[config.mk]
export PLATFORM = sky130hd
export DESIGN_NAME = score_digit_encoder
export DESIGN_NICKNAME = d
export VERILOG_FILES = /design/src/rtl/score_digit_encoder.sv
export SDC_FILE = /design/constraint.sdc
export NUM_CORES = 1
export LEC_CHECK = 0
export ABC_AREA = 1
export CORE_MARGIN = 5
export CORE_UTILIZATION = 54
export CTS_CLUSTER_DIAMETER = 120
export DETAILED_ROUTE_END_ITERATION = 8
export PLACE_DENSITY = 0.8
export SLEW_MARGIN = 10
export SYNTH_ARGS = -nofsm -noshare
export SYNTH_HDL_FRONTEND = slang
export SYNTH_SLANG_ARGS = --single-unit
[constraint.sdc]
create_clock -name clk -period 1.3 [get_ports clk]
set_input_delay 0.26 -clock clk [delete_from_list [all_inputs] [get_ports clk]]
set_output_delay 0.26 -clock clk [all_outputs]
set_load 0.01 [all_outputs]
[src/rtl/score_digit_encoder.sv]
// score_digit_encoder
//
// Converts an unsigned binary score into three 6-bit character codes for the glyph
// renderer (hundreds, tens, ones). The codes are 0-9 for digits, 36 for a space and
// 63 for '?'. The conversion is a sequential double-dabble: one bit per cycle, so
// Start->Done latency is SCORE_W+2 cycles. Scores above 999 show as "???".
//
// Build option:
//   LEADING_BLANK_EN  defined   -> a leading zero hundreds digit is shown as a space; the
//                                  tens digit is blanked only when it is zero and the
//                                  hundreds digit is already blank. Reset shows 36/36/0.
//                     undefined -> leading zeros are shown as 0. Reset shows 0/0/0.
//
// Ports:
//   clk            sole clock, rising edge
//   reset          asynchronous, active-low reset
//   Score          binary score, sampled only when Start is accepted
//   Start          conversion request pulse, accepted only while Busy is low
//   Digit2..0      character codes (hundreds, tens, ones); change only on the Done edge
//   Busy           high while a conversion is in progress
//   Done           one-cycle pulse: Digit2..0 have just been updated

module score_digit_encoder #(
  parameter int unsigned SCORE_W = 10
) (
  input  logic               clk,
  input  logic               reset,
  input  logic [SCORE_W-1:0] Score,
  input  logic               Start,
  output logic [5:0]         Digit2,
  output logic [5:0]         Digit1,
  output logic [5:0]         Digit0,
  output logic               Busy,
  output logic               Done
);

  // Five BCD nibbles hold 65535, the largest 16-bit score, so no intermediate
  // value is lost even though only the low three nibbles are displayed.
  localparam int unsigned BcdW = 20;
  localparam int unsigned CntW = $clog2(SCORE_W + 1);

  localparam logic [5:0] CodeSpace = 6'd36;
  localparam logic [5:0] CodeOvf   = 6'd63;
  localparam logic [5:0] CodeZero  = 6'd0;

`ifdef LEADING_BLANK_EN
  localparam logic [5:0] RstDigit2 = CodeSpace;
  localparam logic [5:0] RstDigit1 = CodeSpace;
`else
  localparam logic [5:0] RstDigit2 = CodeZero;
  localparam logic [5:0] RstDigit1 = CodeZero;
`endif
  localparam logic [5:0] RstDigit0 = CodeZero;

  typedef enum logic [1:0] {
    StIdle,
    StShift,
    StFinish
  } state_e;

  state_e              state_q, state_d;
  logic [CntW-1:0]     cnt_q, cnt_d;
  logic [SCORE_W-1:0]  sh_q, sh_d;
  logic [BcdW-1:0]     bcd_q, bcd_d;
  logic                ovf_q, ovf_d;
  logic [5:0]          dig2_q, dig2_d;
  logic [5:0]          dig1_q, dig1_d;
  logic [5:0]          dig0_q, dig0_d;
  logic                done_q, done_d;

  logic [BcdW-1:0]     bcd_adj;
  logic [5:0]          code2, code1, code0;

  // Double-dabble correction: any nibble >= 5 gets +3 so that the following
  // left shift carries correctly into the next decimal digit.
  function automatic logic [BcdW-1:0] dabble_adjust(input logic [BcdW-1:0] bcd);
    logic [BcdW-1:0] res;
    res = bcd;
    for (int i = 0; i < int'(BcdW / 4); i++) begin
      if (res[4*i +: 4] >= 4'd5) begin
        res[4*i +: 4] = res[4*i +: 4] + 4'd3;
      end
    end
    return res;
  endfunction

  assign bcd_adj = dabble_adjust(bcd_q);

  // Character codes for the finished accumulator.
  always_comb begin
    code0 = {2'b00, bcd_q[3:0]};
`ifdef LEADING_BLANK_EN
    if (bcd_q[11:8] == 4'd0) begin
      code2 = CodeSpace;
      code1 = (bcd_q[7:4] == 4'd0) ? CodeSpace : {2'b00, bcd_q[7:4]};
    end else begin
      code2 = {2'b00, bcd_q[11:8]};
      code1 = {2'b00, bcd_q[7:4]};
    end
`else
    code2 = {2'b00, bcd_q[11:8]};
    code1 = {2'b00, bcd_q[7:4]};
`endif
    if (ovf_q) begin
      code2 = CodeOvf;
      code1 = CodeOvf;
      code0 = CodeOvf;
    end
  end

  always_comb begin
    state_d = state_q;
    cnt_d   = cnt_q;
    sh_d    = sh_q;
    bcd_d   = bcd_q;
    ovf_d   = ovf_q;
    dig2_d  = dig2_q;
    dig1_d  = dig1_q;
    dig0_d  = dig0_q;
    done_d  = 1'b0;

    unique case (state_q)
      StIdle: begin
        if (Start) begin
          sh_d    = Score;
          bcd_d   = '0;
          cnt_d   = CntW'(SCORE_W);
          // Overflow is decided once, on the latched value.
          ovf_d   = (Score > SCORE_W'(999));
          state_d = StShift;
        end
      end
      StShift: begin
        {bcd_d, sh_d} = {bcd_adj, sh_q} << 1;
        cnt_d = cnt_q - 1'b1;
        if (cnt_q == CntW'(1)) begin
          state_d = StFinish;
        end
      end
      StFinish: begin
        dig2_d  = code2;
        dig1_d  = code1;
        dig0_d  = code0;
        done_d  = 1'b1;
        state_d = StIdle;
      end
      default: begin
        state_d = StIdle;
      end
    endcase
  end

  always_ff @(posedge clk or negedge reset) begin
    if (!reset) begin
      state_q <= StIdle;
      cnt_q   <= '0;
      sh_q    <= '0;
      bcd_q   <= '0;
      ovf_q   <= 1'b0;
      dig2_q  <= RstDigit2;
      dig1_q  <= RstDigit1;
      dig0_q  <= RstDigit0;
      done_q  <= 1'b0;
    end else begin
      state_q <= state_d;
      cnt_q   <= cnt_d;
      sh_q    <= sh_d;
      bcd_q   <= bcd_d;
      ovf_q   <= ovf_d;
      dig2_q  <= dig2_d;
      dig1_q  <= dig1_d;
      dig0_q  <= dig0_d;
      done_q  <= done_d;
    end
  end

  // Busy covers the SHIFT and FINISH cycles; it drops on the same edge Done rises.
  assign Busy   = (state_q != StIdle);
  assign Done   = done_q;
  assign Digit2 = dig2_q;
  assign Digit1 = dig1_q;
  assign Digit0 = dig0_q;

endmodule

==> Yosys cells after proc, flatten, opt, wreduce, memory -nomap -nowiden <==
Cells that the tools add are included.
{ "word_totals": {"reg_bits": 56, "out_inout_bits": 20, "elab_cells": 50, "in_bits": 13} }
{ "classes": {"n_lt_le_gt_ge": 6, "reduce_logical": 6, "add_sub_neg": 6, "mux": 18, "n_eq_ne": 5} }
{ "op_table": {"columns": ["op", "count"], "rows": [
  ["$pmux W20 S2", 1],
  ["$ge A4 B3 Y1 const B", 5],
  ["$mux W20", 1],
  ["$mux W4", 5],
  ["$pmux W10 S2", 1],
  ["$mux W6", 3],
  ["$add A4 B2 Y4 const B", 4],
  ["$gt A10 B10 Y1 const B", 1],
  ["$mux W10", 1],
  ["$pmux W4 S2", 1],
  ["$reduce_and A2 Y1", 3],
  ["$eq A4 B1 Y1 const B", 1],
  ["$mux W2", 2],
  ["$ne A2 B2 Y1 const B", 2],
  ["$pmux W2 S2", 1],
  ["$reduce_bool A2 Y1", 2],
  ["$sub A4 B1 Y4 const B", 1],
  ["$add A3 B2 Y3 const B", 1],
  ["$mux W3", 1],
  ["$eq A2 B1 Y1 const B", 1],
  ["$eq A2 B2 Y1 const B", 1],
  ["$logic_not A2 Y1", 1],
  ["$mux W1", 1]
]} }

==> Longest topological paths before layout <==
{ "logic_depth": {"depth_word": 3, "mapped_depth": 8, "mapped_depth_nobuf": 8} }

==> Worst setup path before layout <==
Ideal clock, no wire load.
{ "synth_path": {"kind": "reg-to-reg", "from": "reg bcd_q[4]", "to": "reg bcd_q[5]", "t_required_ns": 1.183, "slack_ns": 0.153, "setup_ns": 0.117, "arrival_ns": 1.029, "path_stages_with_launch": 9, "period_less_slack_ns": 1.147, "path_buffers": 0, "path_cell_list": "dfrtp_1 inv_1 ha_1 inv_1 nand2_1 nand3_1 nand2_1 nand3_1 nand2_1"} }
{ "synth_via": {"elab_chain_len": 3, "word_cells_on_any_way": 4, "classes_between": "1 x add/sub; 1 x order compare; 2 x mux"} }
{ "synth_lines": {"columns": ["element", "line_no", "text"], "rows": [
  ["from (decl)", "64", "logic [BcdW-1:0] bcd_q, bcd_d;"],
  ["from (signal assigned)", "158", "bcd_q <= '0;"],
  ["from (signal assigned)", "168", "bcd_q <= bcd_d;"],
  ["$add A4 B2 Y4 / $ge A4 B3 Y1 (equally long branches)", "81, 80", null],
  ["$mux W4 *", "80", "if (res[4*i +: 4] >= 4'd5) begin"],
  ["$pmux W20 S2 *", "122", "unique case (state_q)"]
]} }
Mark *: on every way between the ends. The rest lies on a longest branch, timed or not.
A chain may end at the register's enable or synchronous reset.

==> flow_metrics.tcl <==
set metrics [dict create \
    status "finished clean" \
    end_kind "output pin" \
    relSlewSlack_pct 82.78 \
    reg2reg_to "bcd_q[9]" \
    worstMarginPinSlew_ps 258.1 \
    path_class "register to output pin" \
    power.leakage_uw 0.001440 \
    synth_top_area_share_pct 48.73 \
    gp_congestion 0.7770 \
    grt.total_usage_pct 18.96 \
    fin_area_sq_um 2758 \
    vias 1846 \
    cts_max_path_buffers 2 \
    first_global_vias 1794 \
    post-synth-top-area-cell "dfrtp_1" \
    p_per_area_nw_per_um2 2421 \
    ir_drop_v 0.001119 \
    fin_util_pct 69.44 \
    numPortBuffers 32 \
    ys.flop_type "dfrtp_1" \
    htree_levels 2 \
    wl_met2_mm 2.290 \
    yosysMostFrequentCell "nand2_1" \
    crit_buf_inv 1 \
    route.detailed.drc 0 \
    finalSetupViolCount 0 \
    period_share_pct 97.92 \
    wl_mm 4.566 \
    crit_fanout 5 \
    timing.hold.ws_ps 455.5 \
    stdcell_count 358 \
    post_dp_cell_area_sq_um 2603 \
    crit_required_ps 1040 \
    pre_cts_ws_ps -53.43 \
    initial_core_util_pct 55.61 \
    worstHoldPathType "input port to async pin" \
    synth_nets 280 \
    fillers 342 \
    antenna_found_initial 0 \
    dr_wl_met3_um 278 \
    post-dp-hpwl_mm 3.155 \
    antenna_left 0 \
    reg2reg_depth 8 \
    drive_above_1_share_pct 20.13 \
    final-hold-violation-count 0 \
    syn2layout_area_growth_pct 24.87 \
    die_h_um 73.95 \
    cts-root-buf "clkbuf_8" \
    skew_ps 4.590 \
    grt_max_degree 44 \
    ys_seq_area_share_pct 48.73 \
    grt.overflow.total 0 \
    worstPathCellList "dlygate4sd2_1" \
    drtIter0Drc 184 \
    synth-seq-cells 43 \
    dieArea_sq_um 5469 \
    die_w_um 73.95 \
    layout_min_cycle_time_ps 1273 \
    synth_cells 259 \
    core_region_area_sq_um 3971 \
    place_inst 342 \
    cp_slowest_cell "dfrtp_1" \
    pin_count 33 \
    r2r_slack_ps 60 \
    clk_transition_reported_paths_ps 70 \
    cap_violations 0 \
    critical_path.top_delay_family "flip-flops" \
    r2r-start "bcd_q[8]" \
    synth_common_cells "nand2_1, dfrtp_1, inv_1, nand3_1, nor2_1" \
    max_freq_mhz 785.6 \
    synth-async-reset-ratio_pct 100.0 \
    clk_latency_ps 300 \
    via_per_inst 5.156 \
    top_layer "met4" \
    cts_tree "yes" \
    nNetsFinal 328 \
    wl_met1_mm 1.905 \
    ys_types 23 \
    critPathLaunchType "register" \
    synth_edf_count 0 \
    rsz0062_at_grt "true" \
    cts.sinks 43 \
    fin_ws_ps 27.04 \
    wl_per_cell_um 12.75 \
    postSynthAreaPerCell_sq_um 8.527 \
    rows 23 \
    worstPathArrival_ps 1010 \
    n_antenna_cell 0 \
    grt_pass1_wl_mm 7.955 \
    drtPass1Iterations 4 \
    cts_buffers 5 \
    netlist_top_cells_area "dfrtp_1, nand2_1, inv_1" \
    slew_viol_final 0 \
    slowest_delay_ps 410 \
    yosys_warnings 0 \
    synth_area_sq_um 2208 \
]
[cell type report]
cell class	count	area (sq um)	area share [%]
multi-input cells	165	890.9	32.30
well taps	50	62.56	2.269
repair buffers	54	480.5	17.42
flip-flops and latches	43	1076	39.02
inverters	38	147.6	5.354
clock buffers	8	100.1	3.630
[layout by cell type, fill, tap and decap left out, types with 2 or more instances in the layout]
cell,Yosys,layout
ha_1,8,8
inv_2,4,5
clkbuf_2,0,4
o21ai_0,7,7
nand2_1,63,59
clkdlybuf4s50_1,0,11
clkbuf_8,1,7
dlygate4sd2_1,0,16
nand4_1,6,6
dfrtp_1,43,43
buf_12,0,3
o21bai_1,2,2
o22ai_1,2,2
buf_4,6,18
a21oi_1,12,12
inv_1,33,32
nand3_1,21,18
o21ai_2,14,14
nor2_1,18,18
nand2_2,1,4
nand3_2,0,3
o21ai_1,7,7
[flip-flops by register name, summed over array words and instances (netlist names)]
signal / count
bcd_q: 12
sh_q: 10
Digit2: 5
Digit0: 4
Digit1: 4
cnt_q: 4
state_q: 2
Done: 1
ovf_q: 1
[metal layers]
layer,global-route usage [%],vias to the layer above
met1,22.85,861
met2,31.89,51
met4,8.652,0
met5,0,-
met3,4.865,11
li1,-,923
[metrics by stage]
stage | total power, uW | setup TNS [ps]
floorplan | 4621 | 0
global placement | 5570 | -201.3
detailed placement | 5733 | -444.2
CTS | 6555 | -241.7
global route | 7290 | -46.79
finish | 6677 | 0
[worst max-delay path by stage]
| stage | slack, ps | start | endpoint | cells after the start |
|---|---|---|---|---|
| 3_3_place_gp | -30 | Start | bcd_q[4] | 6 |
| 3_5_place_dp | -50 | Start | bcd_q[4] | 6 |
| 2_1_floorplan | 150 | bcd_q[4] | bcd_q[5] | 8 |
| 6_report | 30 | Digit2[4] | Digit0[4] | 1 |
| 4_1_cts | -90 | Digit2[4] | Digit2[5] | 2 |
| 5_1_grt | -20 | Digit2[4] | Digit0[4] | 1 |
[tightest hold or removal path: stages]
cell and delay (ps):
dlygate4sd3_1 520, buf_2 120, buf_12 230
[cells by family after synthesis]
logic type | after synthesis | synth area share, %
buffers and inverters | 51 | 12.29
DFF | 43 | 48.73
AOI/OAI and AO/OA | 45 | 13.03
adders and majority gates | 8 | 4.533
and+or+nand+nor | 111 | 21.02
xor gates and xnor gates | 1 | 0.3967
[report_power, final]
group	internal [uW]	switching [uW]	total, uW
combinational	1490	1980	3470
clock	485	442	927
sequential	1930	351	2280
total	3900	2780	6680
[repair_timing]
action | in CTS | in global routing
hold endpoints to repair | 43 | 0
resized for setup | 22 | 16
setup buffers | 3 | 4
pin swaps | 0 | 0
hold buffers | 1 | 0
setup endpoints to repair | 20 | 25
(Power assumes the default switching activity.)
